==> config.mk <==
export PLATFORM = sky130hd
export DESIGN_NAME = pixel_hex_writer
export DESIGN_NICKNAME = d
export VERILOG_FILES = /design/src/rtl/pixel_hex_writer.sv
export SDC_FILE = /design/constraint.sdc
export NUM_CORES = 1
export LEC_CHECK = 0
export CAP_MARGIN = 20
export CORE_UTILIZATION = 40
export CTS_BUF_LIST = sky130_fd_sc_hd__clkbuf_16
export DETAILED_ROUTE_END_ITERATION = 8
export PLACE_DENSITY_LB_ADDON = 0.1
export SYNTH_ARGS = -nofsm -noshare
export SYNTH_HDL_FRONTEND = slang
export SYNTH_SLANG_ARGS = --single-unit
==> constraint.sdc <==
create_clock -name clk -period 6.9 [get_ports clk]
set_clock_uncertainty 0.15 [all_clocks]
set_input_delay 1.725 -clock clk [delete_from_list [all_inputs] [get_ports clk]]
set_output_delay 1.725 -clock clk [all_outputs]
set_load 0.01 [all_outputs]
==> src/rtl/pixel_hex_writer.sv <==
// rtl/pixel_hex_writer.sv - pixel FIFO plus hex-text serializer ("xx\n" per pixel)
//
// Purpose: accepts processed pixel bytes into a small FIFO and prints each one as
// two lowercase hex digits followed by a newline. It also counts the pixels it has
// fully emitted and pulses frame_done when a frame wraps.
//
// Ports:
//   clk         rising-edge clock
//   rst_n       asynchronous active-low reset
//   pix_in      [0:7] pixel byte, bit 0 = MSB
//   pix_valid   pix_in holds a pixel
//   pix_ready   FIFO can accept a pixel (registered-state decode)
//   char_out    ASCII character to the text sink
//   char_valid  char_out holds a character
//   char_ready  sink takes char_out this cycle
//   frame_done  one-cycle pulse after the last pixel of a frame is emitted
//   pix_count   pixels fully emitted in the current frame
module pixel_hex_writer #(
  parameter int FRAME_PIXELS = 98304,
  parameter int FIFO_DEPTH   = 4
) (
  input  logic        clk,
  input  logic        rst_n,
  input  logic [0:7]  pix_in,
  input  logic        pix_valid,
  output logic        pix_ready,
  output logic [7:0]  char_out,
  output logic        char_valid,
  input  logic        char_ready,
  output logic        frame_done,
  output logic [16:0] pix_count
);

  localparam int              AW         = $clog2(FIFO_DEPTH);
  localparam logic [AW:0]     FULL_COUNT = (AW + 1)'(FIFO_DEPTH);
  localparam logic [16:0]     LAST_PIXEL = 17'(FRAME_PIXELS - 1);

  typedef enum logic [1:0] {IDLE, HI, LO, NL} state_t;

  logic [0:7]    mem [FIFO_DEPTH];
  logic [AW-1:0] wr_ptr;
  logic [AW-1:0] rd_ptr;
  logic [AW:0]   count;
  logic          fifo_empty;
  logic          push;
  logic          pop;

  state_t        state;
  state_t        state_nx;
  logic [0:7]    pix_hold;

  function automatic logic [7:0] hex_ascii(input logic [3:0] n);
    if (n < 4'd10) return 8'h30 + {4'h0, n};
    else           return 8'h57 + {4'h0, n};  // 0x57 + 10 = 'a'
  endfunction

  // ---------------- pixel FIFO ----------------
  assign fifo_empty = (count == '0);
  assign pix_ready  = (count != FULL_COUNT);
  assign push       = pix_valid && pix_ready;

  always_ff @(posedge clk) begin
    if (push) mem[wr_ptr] <= pix_in;
  end

  always_ff @(posedge clk or negedge rst_n) begin
    if (!rst_n) begin
      wr_ptr <= '0;
      rd_ptr <= '0;
      count  <= '0;
    end else begin
      if (push) wr_ptr <= wr_ptr + 1'b1;
      if (pop)  rd_ptr <= rd_ptr + 1'b1;
      case ({push, pop})
        2'b10:   count <= count + 1'b1;
        2'b01:   count <= count - 1'b1;
        default: count <= count;  // idle, or push and pop cancel out
      endcase
    end
  end

  // ---------------- serializer FSM ----------------
  always_comb begin
    state_nx   = state;
    pop        = 1'b0;
    char_valid = 1'b0;
    char_out   = 8'h00;
    case (state)
      IDLE: begin
        if (!fifo_empty) begin
          pop      = 1'b1;
          state_nx = HI;
        end
      end
      HI: begin
        char_valid = 1'b1;
        char_out   = hex_ascii(pix_hold[0:3]);
        if (char_ready) state_nx = LO;
      end
      LO: begin
        char_valid = 1'b1;
        char_out   = hex_ascii(pix_hold[4:7]);
        if (char_ready) state_nx = NL;
      end
      NL: begin
        char_valid = 1'b1;
        char_out   = 8'h0A;
        if (char_ready) begin
          // Chain straight into the next pixel so a busy stream has no gaps.
          if (!fifo_empty) begin
            pop      = 1'b1;
            state_nx = HI;
          end else begin
            state_nx = IDLE;
          end
        end
      end
      default: state_nx = IDLE;
    endcase
  end

  always_ff @(posedge clk or negedge rst_n) begin
    if (!rst_n) begin
      state    <= IDLE;
      pix_hold <= '0;
    end else begin
      state <= state_nx;
      if (pop) pix_hold <= mem[rd_ptr];
    end
  end

  // ---------------- frame counter ----------------
  always_ff @(posedge clk or negedge rst_n) begin
    if (!rst_n) begin
      pix_count  <= '0;
      frame_done <= 1'b0;
    end else begin
      frame_done <= 1'b0;
      if (state == NL && char_ready) begin
        if (pix_count == LAST_PIXEL) begin
          pix_count  <= '0;
          frame_done <= 1'b1;
        end else begin
          pix_count <= pix_count + 17'd1;
        end
      end
    end
  end

endmodule
==> results.toml, run 1 <==
[global_routing]
busiest_layer = "met2"
track_usage_pct = 15.1
grt_max_degree = 36
grt.met1_usage_pct = 19.8
grt_pass1_vias = 1982
grt_overflow = 0
grt_pass1_wl_mm = 9.69
antenna_found_initial = 0
use_met3_pct = 3.90
met2_usage_pct = 24.1

[worst_hold_path]
holdPathStages = 1
hp-class = "register to register"
whs_endpoint = "count[0]"
hp-start = "count[0]"

[yosys]
synth-async-reset-ratio_pct = 52.2
synth_cells = 251
yosysMostFrequentCell = "dfrtp_1"
synth_area_per_cell_um2 = 12.8
synth_seq_cells = 67
syn-num-nets = 277
synth_area_leaders = "edfxtp_1, dfrtp_1, mux4_2, ha_1, xor2_1"
netlist.area_leader.share_pct = 29.9
ys_warn_count = 0
synthTopCellsByCount = "dfrtp_1, edfxtp_1, nand2_1"
ys_types = 47
synth_area_mm2 = 0.00322
synth.largest_area_cell = "edfxtp_1"
synth_ff_type = "dfrtp_1"
synth-edff-count = 32
ys_seq_area_share_pct = 57.1

[sta]
fin_tns_setup_ps = 0
finalCritPeriodShare_pct = 60.9
fin_ws_ps = 2700
slew_headroom_pct = 47.1
slew_violations = 0
hold_viol_final = 0
tightest_slew_ps = 793
max_freq_ghz = 0.238
min_period_ps = 4200
grt_setup_unrepaired = "no"
setup_violations = 0

[layout]
area_growth_syn_to_layout_pct = 23.5
final-seq-area_mm2 = 0.00184
fin_nets = 319
fill_cells = 702
multiInputGateArea_mm2 = 0.00127
fin_area_mm2 = 0.00397
drive_above_1_share_pct = 13.4
num_antenna_cells = 0

[clocking]
cts_tree = "yes"
clock_sinks = 67
clk_latency_ps = 320
clkTransAtPathRegs_ps = 60
cts_root_buffer = "clkbuf_16"
post-cts-setup-buffer-count = 0
htreeDepth = 3
cts_resized = 0
cts_made_buffers = 9
cts_buffer_depth = 2
cts_hold_buf = 0

[placed_design]
gp_congestion = 0.778
dp_slack_ps = 2340
postPlaceCellArea_mm2 = 0.00367
io_buffers = 38
dpl.hpwl_mm = 3.96

[power]
swShare_pct = 33.6
power_density_mw_per_mm2 = 421
power_frac_seq_pct = 37.6
ir_drop_mv = 0.165
clkPwrFrac_pct = 27.8
power.leakage_nw = 1.58
internal_power_w = 0.00111
power_frac_comb_pct = 34.6
p_sw_w = 0.000563

[status]
status = "finished clean"

[setup_path]
ff2ff_path_depth = 9
critical_path_arrival_ps = 4300
worst-setup-path-type = "input port to register"
rr_endpoint = "count[2]"
worstPathMaxFanout = 15
crit_required_ps = 7000
worst_r2r_startpoint = "state[0]"
endpoint_kind = "register"
cp-start-kind = "input port"
r2r_slack_ps = 3830

[detailed_routing]
drt_wl_total_mm = 5.72
first_pass_iters = 4
drc_errors = 0
drtIter0Drc = 65
via_per_inst = 5.03
wl_per_cell_um = 14.3
dr_total_vias = 2010
ant_nets = 0

[floorplanning]
design.core.area_mm2 = 0.00777
io-pin-count = 40
die-area_mm2 = 0.00840
die_w_um = 91.7
die_h_um = 91.7
start_util_pct = 41.4
num_rows = 32

[job]
drv_cap = 0
-- kinds of logic after synthesis --
group | Yosys count | share of synthesized area (%)
other | 1 | 0.117
XOR/XNOR | 20 | 5.68
AND/OR/NAND/NOR | 78 | 13.3
adder cells (fa/ha/maj) | 14 | 5.68
buffers and inverters | 22 | 3.42
flip-flops | 67 | 57.1
multiplexers | 15 | 7.97
AO/OA/AOI/OAI | 34 | 6.69
-- stage by stage --
step,util [%],instances,power (W),hold slack [ps]
final,51.1,400,0.00167,347
after global routing,51.1,400,0.00179,373
after CTS,51.1,400,0.00170,347
after floorplan,-,251,0.00104,314
after detailed placement,47.2,384,0.00122,336
after global placement,47.2,384,0.00122,337
-- state kept, by name (all words and copies together), names as in the netlist --
register	flops
pix_hold	8
mem	32
frame_done	1
wr_ptr	2
rd_ptr	2
pix_count	17
count	3
state	2
-- final cells by class --
type | count | area share [%]
tap | 102 | 3.21
clock inverter | 7 | 2.05
inverter | 15 | 1.42
clock buffer | 9 | 5.67
multi-input combinational | 162 | 32.0
sequential | 67 | 46.2
timing repair buffer | 38 | 9.45
-- worst max-delay path, cell delays in order --
cell and delay (ps):
clkdlybuf4s50_1 590, nand2_1 170, a211oi_4 680, ha_1 300, inv_1 60, fa_1 370, xor2_1 150, nor2_1 110
xor2_1 140
-- power by group through the flow --
stage                     Clock, W  Combinational, W  Sequential (W)
after global routing      0.000494          0.000649        0.000649
after floorplan                  0          0.000440        0.000596
after CTS                 0.000477          0.000588        0.000632
final                     0.000466          0.000579        0.000629
after detailed placement         0          0.000585        0.000639
after global placement           0          0.000581        0.000639
-- per-layer routing --
layer | vias to the layer above | share of wire [%]
li1 | 986 | -
met1 | 974 | 47
met2 | 40 | 48
met3 | 10 | 3.7
met4 | 0 | 1.7
met5 | - | 0
-- cell usage in the layout (no fill, tap or decap), types with 10 or more instances in the layout --
master / netlist / final
clkdlybuf4s50_1: 0 / 37
dfrtp_1: 35 / 35
edfxtp_1: 32 / 32
nand2_1: 20 / 20
nor2_1: 16 / 16
o21ai_0: 16 / 16
inv_1: 15 / 15
ha_1: 13 / 13
xor2_1: 10 / 10
-- worst max path at each step --
stage,startpoint,to,cells past startpoint
5_1_grt,char_ready,count[2],9
2_1_floorplan,char_ready,count[2],9
3_5_place_dp,char_ready,count[2],9
4_1_cts,char_ready,count[2],9
3_3_place_gp,char_ready,count[2],9
6_report,char_ready,count[2],9
No activity file was read; power rests on OpenSTA's default activity.
==> inputs of run 2 (changes only) <==
==> constraint.sdc (replaced) <==
create_clock -name clk -period 3.6 [get_ports clk]
set_clock_uncertainty 0.15 [all_clocks]
set_input_delay 0.9 -clock clk [delete_from_list [all_inputs] [get_ports clk]]
set_output_delay 0.9 -clock clk [all_outputs]
set_load 0.01 [all_outputs]
==> results.toml, run 2 (synthesis gave the netlist of run 1 again) <==
[clocking]
post-cts-setup-buffer-count = 0
cts_resized = 0
cts_buffer_depth = 2
cts_root_buffer = "clkbuf_16"
clock_sinks = 67
htreeDepth = 3
clk_latency_ps = 330
cts_tree = "yes"
cts_made_buffers = 9
clkTransAtPathRegs_ps = 60
cts_hold_buf = 0

[power]
internal_power_w = 0.00206
clkPwrFrac_pct = 25.1
power_frac_seq_pct = 38.8
ir_drop_mv = 0.296
power_frac_comb_pct = 36.1
finalPower_w = 0.00311
power.leakage_nw = 1.57
power_density_mw_per_mm2 = 787
swShare_pct = 33.9
p_sw_w = 0.00106

[floorplanning]
die_w_um = 91.7
start_util_pct = 41.4
io-pin-count = 40
die_h_um = 91.7
design.core.area_mm2 = 0.00777
num_rows = 32
die-area_mm2 = 0.00840

[detailed_routing]
dr_total_vias = 2008
drc_errors = 0
wl_per_cell_um = 14.3
ant_nets = 0
via_per_inst = 5.00
first_pass_iters = 4
drt_wl_total_mm = 5.74
drtIter0Drc = 61

[layout]
final_common_cell = "clkdlybuf4s50_1"
fill_cells = 699
reg_top3 = "mem: 32 flops, pix_count: 17 flops, pix_hold: 8 flops"
area_growth_syn_to_layout_pct = 22.8
multiInputGateArea_mm2 = 0.00127
largest-register = "mem"
num_antenna_cells = 0
final_cell_mix = "clkdlybuf4s50_1, dfrtp_1, edfxtp_1, nand2_1"
largest_reg_flops = 32
instances_no_fill = 402
drive_above_1_share_pct = 13.7
final-seq-area_mm2 = 0.00184
fin_nets = 321

[setup_path]
crit_chain = "o21ai_0 -> mux2i_1 -> nand2_1 -> a21oi_1 -> clkdlybuf4s50_1"
crit_required_ps = 2550
r2r_slack_ps = 980
critical_path_arrival_ps = 2160
crit_family = "buffers and inverters"
ff2ff_path_depth = 9
worstPathMaxFanout = 7
slowest_delay_ps = 550
worst-path-buf-inv = 1
endpoint_kind = "primary output"
worst_r2r_startpoint = "state[0]"
cp_slowest_cell = "clkdlybuf4s50_1"
rr_endpoint = "count[2]"
worst-setup-path-type = "register to primary output"
critical_path.startpoint = "pix_hold[1]"
cp-start-kind = "register"

[global_routing]
grt_pass1_wl_mm = 9.78
grt_overflow = 0
antenna_found_initial = 0
grt_pass1_vias = 2004
track_usage_pct = 15.5
grt_max_degree = 36

[sta]
max_freq_ghz = 0.312
fin_hold_ws_ps = 338
fin_tns_setup_ps = 0
grt_setup_unrepaired = "no"
slew_headroom_pct = 46.4
slew_violations = 0
hold_viol_final = 0
tightest_slew_ps = 804
finalCritPeriodShare_pct = 89.1
setup_violations = 0
min_period_ps = 3210

[placed_design]
io_buffers = 38
dpl.hpwl_mm = 4.00
place_inst = 386
gp_congestion = 0.753

[worst_hold_path]
hp-start = "pix_count[14]"
whs_endpoint = "pix_count[14]"
holdPathStages = 1
hp-class = "register to register"

[job]
drv_cap = 0

[status]
status = "finished clean"
## run 2: worst reg2reg max path, stage by stage (launching register included)
cell      delay (ps)
dfrtp_1          420
ha_1             390
nand2_1          210
a211oi_4         310
ha_1             220
inv_1             60
fa_1             370
xor2_1           150
nor2_1           110
xor2_1           160
## run 2: worst max path at each step
stage | slack [ps] | depth (start not counted) | to
2_1_floorplan | 860 | 9 | count[2]
3_3_place_gp | 520 | 9 | count[2]
3_5_place_dp | 470 | 9 | count[2]
4_1_cts | 370 | 5 | char_out[1]
5_1_grt | 170 | 7 | char_out[3]
6_report | 390 | 5 | char_out[1]
## run 2: stage by stage
step	setup WS [ps]	instance area, µm²	utilization (%)
floorplan	863	3220	-
global placement	524	3680	47.4
detailed placement	471	3680	47.4
CTS	371	3950	50.9
global route	167	3950	50.9
finish	393	3950	50.9
## run 2: final cells by class
class / instances / share of cell area [%]
timing repair buffer: 40 / 9.88
inverter: 15 / 1.42
clock inverter: 7 / 1.14
multi-input combinational: 162 / 32.1
tap: 102 / 3.23
clock buffer: 9 / 5.70
sequential: 67 / 46.5
## run 2: power groups by stage
stage	logic, W	registers [W]	clock network (W)
after floorplan	0.000843	0.00114	0
after global placement	0.00113	0.00123	0
after detailed placement	0.00114	0.00123	0
after CTS	0.00115	0.00121	0.000798
after global routing	0.00126	0.00124	0.000832
final	0.00112	0.00121	0.000780
## run 2: metal layers
metal / vias to the layer above / GRT usage (%) / part of all wire [%]
li1: 999 / - / -
met4: 0 / 6.35 / 1.4
met3: 8 / 4.64 / 3.7
met1: 961 / 21.0 / 49
met5: - / 0 / 0
met2: 40 / 23.3 / 46
